$ cat src/rtl/int_generator.sv
// Interrupt generator that drives the CPU's HWInt[2] level line.
// It raises the line for periodic ticks or trigger strobes and queues events until software acknowledges the request.
module int_generator #(
   parameter logic [31:0] INT_ADDR    = 32'h0000_7F20,
   parameter logic [31:0] PERIOD      = 32'd1000,
   parameter logic [3:0]  HOLDOFF     = 4'd2,
   parameter int          MAX_PENDING = 3,
   parameter int          PCW         = 2
) (
   input  logic           clk,
   input  logic           reset,
   input  logic [31:0]    m_int_addr,
   input  logic [3:0]     m_int_byteen,
   input  logic           trigger,
   output logic           interrupt,
   output logic [PCW-1:0] pending_count,
   output logic           busy
);

   typedef enum logic [1:0] {
      IDLE   = 2'd0,
      ASSERT = 2'd1,
      HOLD   = 2'd2
   } state_t;

   localparam logic [PCW-1:0] PEND_MAX = PCW'(MAX_PENDING);

   state_t         state;
   state_t         state_next;
   logic [31:0]    period_cnt;
   logic [3:0]     hold_cnt;
   logic [3:0]     hold_cnt_next;
   logic [PCW-1:0] pending_next;
   logic [PCW-1:0] pending_inc;
   logic           tick;
   logic           evt;
   logic           ack;
   logic           unused_addr_bits;

   assign unused_addr_bits = ^m_int_addr[1:0];

   // The period counter keeps running in every state, so ticks stay evenly spaced no matter how slowly software responds.
   always_ff @(posedge clk or posedge reset) begin
      if (reset) begin
         period_cnt <= '0;
      end else if (PERIOD == 32'd0 || period_cnt == PERIOD - 32'd1) begin
         period_cnt <= '0;
      end else begin
         period_cnt <= period_cnt + 32'd1;
      end
   end

   assign tick        = (PERIOD != 32'd0) && (period_cnt == PERIOD - 32'd1);
   assign evt         = tick | trigger;
   assign ack         = (m_int_addr[31:2] == INT_ADDR[31:2]) && (m_int_byteen != 4'd0);
   assign pending_inc = (pending_count == PEND_MAX) ? pending_count : pending_count + PCW'(1);

   always_comb begin
      state_next    = state;
      hold_cnt_next = hold_cnt;
      pending_next  = pending_count;
      case (state)
         IDLE: begin
            if (evt) begin
               state_next = ASSERT;
            end else if (pending_count != '0) begin
               state_next   = ASSERT;
               pending_next = pending_count - PCW'(1);
            end
         end
         ASSERT: begin
            if (evt) begin
               pending_next = pending_inc;
            end
            if (ack) begin
               if (HOLDOFF == 4'd0) begin
                  state_next = IDLE;
               end else begin
                  state_next    = HOLD;
                  hold_cnt_next = HOLDOFF;
               end
            end
         end
         HOLD: begin
            if (evt) begin
               pending_next = pending_inc;
            end
            if (hold_cnt <= 4'd1) begin
               state_next    = IDLE;
               hold_cnt_next = 4'd0;
            end else begin
               hold_cnt_next = hold_cnt - 4'd1;
            end
         end
         default: begin
            state_next    = IDLE;
            hold_cnt_next = 4'd0;
         end
      endcase
   end

   // interrupt and busy get their own flops, loaded from the next state, so the CPU sees a clean level.
   always_ff @(posedge clk or posedge reset) begin
      if (reset) begin
         state         <= IDLE;
         hold_cnt      <= 4'd0;
         pending_count <= '0;
         interrupt     <= 1'b0;
         busy          <= 1'b0;
      end else begin
         state         <= state_next;
         hold_cnt      <= hold_cnt_next;
         pending_count <= pending_next;
         interrupt     <= (state_next == ASSERT);
         busy          <= (state_next != IDLE);
      end
   end

endmodule

$ cat config.mk
export PLATFORM = sky130hd
export DESIGN_NAME = int_generator
export DESIGN_NICKNAME = d
export VERILOG_FILES = /design/src/rtl/int_generator.sv
export SDC_FILE = /design/constraint.sdc
export NUM_CORES = 1
export LEC_CHECK = 0
export CAP_MARGIN = 0
export CELL_PAD_IN_SITES_DETAIL_PLACEMENT = 1
export CELL_PAD_IN_SITES_GLOBAL_PLACEMENT = 1
export CORE_ASPECT_RATIO = 0.8
export CORE_MARGIN = 2
export CORE_UTILIZATION = 40
export CTS_CLUSTER_DIAMETER = 30
export DETAILED_ROUTE_END_ITERATION = 10
export GPL_TIMING_DRIVEN = 0
export PLACE_DENSITY_LB_ADDON = 0.1
export SLEW_MARGIN = 20
export SYNTH_ARGS = -nofsm -noshare
export SYNTH_HDL_FRONTEND = slang
export SYNTH_SLANG_ARGS = --single-unit
$ cat constraint.sdc
create_clock -name clk -period 2.3 [get_ports clk]
set_input_delay 0.345 -clock clk [delete_from_list [all_inputs] [get_ports clk]]
set_output_delay 0.345 -clock clk [all_outputs]
set_load 0.1 [all_outputs]
### Yosys cells after proc, flatten, opt, wreduce, memory -nomap -nowiden

Index checks and enable logic that the tools add are counted.
W data, S select, Z words.

* $add $sub $neg: 4
* order comparisons: 1
* equality and inequality tests: 11
* muxes and demuxes: 14
* bitwise logic cells: 2
* reduce and logical (&&, ||, !) cells: 9

Operator list (count)
* $add A32 B1 Y32 const B: 1
* $eq A32 B10 Y1 const B: 1
* $mux W32: 1
* $eq A30 B13 Y1 const B: 1
* $mux W2: 8
* $pmux W4 S3: 1
* $mux W4: 2
* $ne A2 B2 Y1 const B: 4
* $pmux W2 S3: 1
* $reduce_bool A2 Y1: 3
* $reduce_and A5 Y1: 1
* $eq A2 B1 Y1 const B: 2
* $eq A2 B2 Y1 const B: 2
* $le A4 B1 Y1 const B: 1
* $pmux W2 S2: 1
* $reduce_bool A4 Y1: 1
* $sub A4 B1 Y4 const B: 1
* $add A2 B1 Y2 const B: 1
* $logic_not A2 Y1: 1
* $ne A2 B1 Y1 const B: 1
* $reduce_and A2 Y1: 1
* $reduce_or A2 Y1: 1
* $sub A2 B1 Y2 const B: 1
* $logic_and A1 B1 Y1: 1
* 2 further kinds: 2

* bits in registers: 42
* word-level logic and storage cells: 47

### Longest topological paths before layout

* word-level depth: 5
* depth in mapped cells: 8

### Worst setup path after synthesis

No wires, ideal clock.

* path kind: register to register
* from: register period_cnt[0]
* to: register pending_count[0]
* setup time: 0.122 ns
* arrival time: 1.929 ns
* required time: 2.178 ns
* setup slack: 0.249 ns
* cell stages (with the launch flop): 9
* cell sequence: dfrtp_1 > ha_1 > nor4bb_1 > nand4_2 > nor3_4 > buf_6 > o21bai_1 > a211o_1 > a22o_1

* cells in the longest elaborated chain, start to end: 4

Ends and longest elaborated chain
* from (decl): line 30 `logic [31:0] period_cnt;`
* from (signal assigned): line 49 `period_cnt <= period_cnt + 32'd1;`
* $eq A32 B10 Y1 *: line 53 `assign tick = (PERIOD != 32'd0) && (period_cnt == PERIOD - 32'd1);`
* $or A1 B1 Y1 *: line 54 `assign evt = tick | trigger;`
* $ne A2 B2 Y1 (no line) or $ne A2 B1 Y1 (tied branches)
* $reduce_and A5 Y1 (no line) *
* to (signal assigned): line 113 `pending_count <= pending_next;`
* to (decl): line 16 `output logic [PCW-1:0] pending_count,`

Mark *: on every way between the ends. The rest lies on a longest branch, timed or not.
A chain may end at the register's enable or synchronous reset.

### Final worst setup path

Ends and elaborated chain as after synthesis.

==> flow_summary.toml <==
[sta]
fin_crit_sh_pct = 95.7
slew_headroom_pct = 35.6
fin_crit_ns = 2.20
skew_ns = 0.0129
max_freq_mhz = 454
slew_viol_final = 0
rsz0062_at_grt = "true"
whs_ns = 0.318
setup_viol = 0
hold_violations = 0
tightest_slew_ns = 0.965

[power]
pwr-share-comb_pct = 8.1
switching_share_pct = 20.6
cellLeakagePower_nw = 1.28
p_per_area_mw_per_mm2 = 538
power_frac_seq_pct = 47.5
p_clk_share_pct = 44.4
vdd_drop_max_uv = 315
power_switching_mw = 0.323
intPower_mw = 1.25

[worst_setup_path]
worstSetupPathType = "reg -> reg"
worst_setup_path_start_kind = "flip-flop"
critPathCaptureType = "flip-flop"
required_ns = 2.48
crit_fanout = 10
cp_data_arrival_time_ns = 2.38

[floorplan]
rows = 24
io_pins = 43
initial_core_util_pct = 40.9
die_h_um = 70.3
dieWidth_um = 86.9
dieArea_sq_mm = 0.00611
core_area_sq_mm = 0.00538

[clock_tree]
insertion_delay_ns = 0.30
cts_tree = "yes"
cts.path.max_buffers = 2
clock-sinks = 42
cts_htree_levels = 2
clk_pin_slew_worst_paths_ns = 0.09
cts_hold_buf = 0
cts-buffers-inserted = 5
cts_root_buf = "clkbuf_8"

[place]
io_buffers = 40
globalplace.congestion = 0.735
dpl_cell_area_sq_mm = 0.00270
hpwl_mm = 3.82
dpl.cell_count = 321

[layout]
fin_area_sq_mm = 0.00292
antenna_cells = 0
fin_nets = 311
drive_gt1_share_pct = 10.9
area_delta_synth_final_pct = 32.6
instances_no_fill = 331

[synth]
syn_area_sq_mm = 0.00220
ys_seq_elements = 42
postSynth.asyncResetShare_pct = 100
synth_top_flop_cell = "dfrtp_1"
ys_seq_area_share_pct = 47.8
syn_avg_cell_area_sq_um = 10.2
synth_edf_count = 0
synth.net_count = 261
ys_warn_count = 0
yosysUniqueCellTypes = 46
synth_cells = 215

[route]
dr.first_iter.drc_count = 45
antenna_left = 0
via_count = 1749
vias_per_cell = 5.28
post_drt_wl_per_cell_um = 15.0
drc = 0
routed_wl_mm = 4.96
dr.pass1.iters = 4

[global_route]
grt_antenna_before_repair = 0
gr-usage-all-layers_pct = 18.1
grt_overflow = 0
grt_max_degree = 29
grt_pass1_vias = 1846
grt_first_pass_wirelength_mm = 8.63

[run_status]
outcome = "finished, final reports clean"

[job]
max-cap-violations = 0

[worst_hold_path]
min_path_type = "in -> async"
[state kept, by name, summed over array words and instances (netlist names)]
name           flops
period_cnt        32
hold_cnt           4
busy               1
pending_count      2
interrupt          1
state              2
[synth_stat cells (2+ instances only)]
cell type | count | area share (%)
a21oi_1 | 2 | 0.46
and2_1 | 2 | 0.57
and3_1 | 5 | 1.4
and4_1 | 3 | 1.2
dfrtp_1 | 42 | 48
ha_1 | 7 | 4.0
inv_1 | 9 | 1.5
nand2_1 | 17 | 2.9
nand2b_1 | 3 | 0.85
nand3_1 | 16 | 3.6
nand4_1 | 5 | 1.4
nor2_1 | 21 | 3.6
nor3_1 | 6 | 1.4
nor4_1 | 9 | 2.6
nor4bb_1 | 2 | 0.91
o21a_1 | 2 | 0.68
o21ai_0 | 2 | 0.46
o21ai_1 | 6 | 1.4
xnor2_1 | 18 | 7.2
xor2_1 | 12 | 4.8
[worst max-delay path: stages, from the launching register on]
cell and delay, ns:
dfrtp_1 0.40, ha_1 0.24, nor4bb_2 0.26, nand4_2 0.14, nor3_4 0.30, buf_6 0.18, o21bai_1 0.07, a211o_1 0.29
a22o_1 0.23
[layout by cell type (no fill, tap or decap), drive strengths merged, types with 7 or more instances in the layout]
cell type,Yosys,layout
clkdlybuf4s50,0,38
nor3,8,8
nor4,10,10
o21ai,8,8
nand2,17,17
ha,7,7
xor2,12,12
inv,9,9
xnor2,18,18
dfrtp,42,42
nor2,21,21
nand3,17,17
[power groups by stage]
stage | logic [mW] | registers [mW] | clock network, mW
after floorplan | 0.0243 | 0.780 | 0
after global placement | 0.121 | 0.760 | 0
after detailed placement | 0.126 | 0.761 | 0
after CTS | 0.128 | 0.746 | 0.716
after global routing | 0.137 | 0.747 | 0.750
final | 0.127 | 0.746 | 0.697
[logic make-up after synthesis]
| kind of cell | synth area share [%] |
|---|---|
| AOI/OAI and AO/OA | 6.77 |
| xor gates and xnor gates | 11.9 |
| adders and majority gates | 3.98 |
| buffers and inverters | 2.22 |
| DFF | 47.8 |
| and+or+nand+nor | 27.3 |
[stage by stage]
stage / setup WS [ns] / TNS [ns] / total power [mW] / utilization [%]
final: 0.0995 / 0 / 1.57 / 54.3
after global routing: -0.0599 / -0.0599 / 1.63 / 54.3
after CTS: 0.000400 / 0 / 1.59 / 53.3
after detailed placement: -0.433 / -2.50 / 0.887 / 50.3
after global placement: -0.421 / -2.41 / 0.881 / 49.9
after floorplan: 0.249 / 0 / 0.805 / -
[layout make-up]
| cell class | instances | area [sq um] |
|---|---|---|
| plain buffers | 2 | 15.0 |
| clock buffers | 5 | 68.8 |
| clock inverters | 3 | 68.8 |
| well taps | 65 | 81.3 |
| fillers | 579 | 2460 |
| repair buffers | 43 | 440 |
| flip-flops and latches | 42 | 1050 |
| multi-input cells | 162 | 1160 |
| inverters | 9 | 33.8 |
[layer usage]
layer  routed length, um  global-route usage, %  vias to the layer above
met5                   0                      0                        -
li1                    -                      -                      857
met4                  51                   5.21                        0
met1                2370                   24.5                      844
met3                 249                   4.73                        5
met2                2280                   28.3                       43
[timing repair]
action | 4_1_cts | 5_1_grt
pin swaps | 0 | 3
setup endpoints to repair | 6 | 11
resized for setup | 4 | 7
setup buffers | 0 | 2
endpoints found under the hold margin | 0 | 0
[path summary, 6_finish.rpt]
path | slack [ns] | endpoint | startpoint | cells after the start
worst min register to register | 0.48 | period_cnt[31]$_DFF_PP0_ | period_cnt[31]$_DFF_PP0_ | 1
worst max-delay path | 0.1 | pending_count[0]$_DFFE_PP0P_ | period_cnt[0]$_DFF_PP0_ | 8
worst min-delay path | 0.32 | period_cnt[24]$_DFF_PP0_ | reset | 2
worst max register to register | 0.1 | pending_count[0]$_DFFE_PP0P_ | period_cnt[0]$_DFF_PP0_ | 8
max in group asynchronous | 1.51 | period_cnt[2]$_DFF_PP0_ | reset | 3
min in group clk | 0.48 | period_cnt[31]$_DFF_PP0_ | period_cnt[31]$_DFF_PP0_ | 1
No activity file was read; power rests on OpenSTA's default activity.
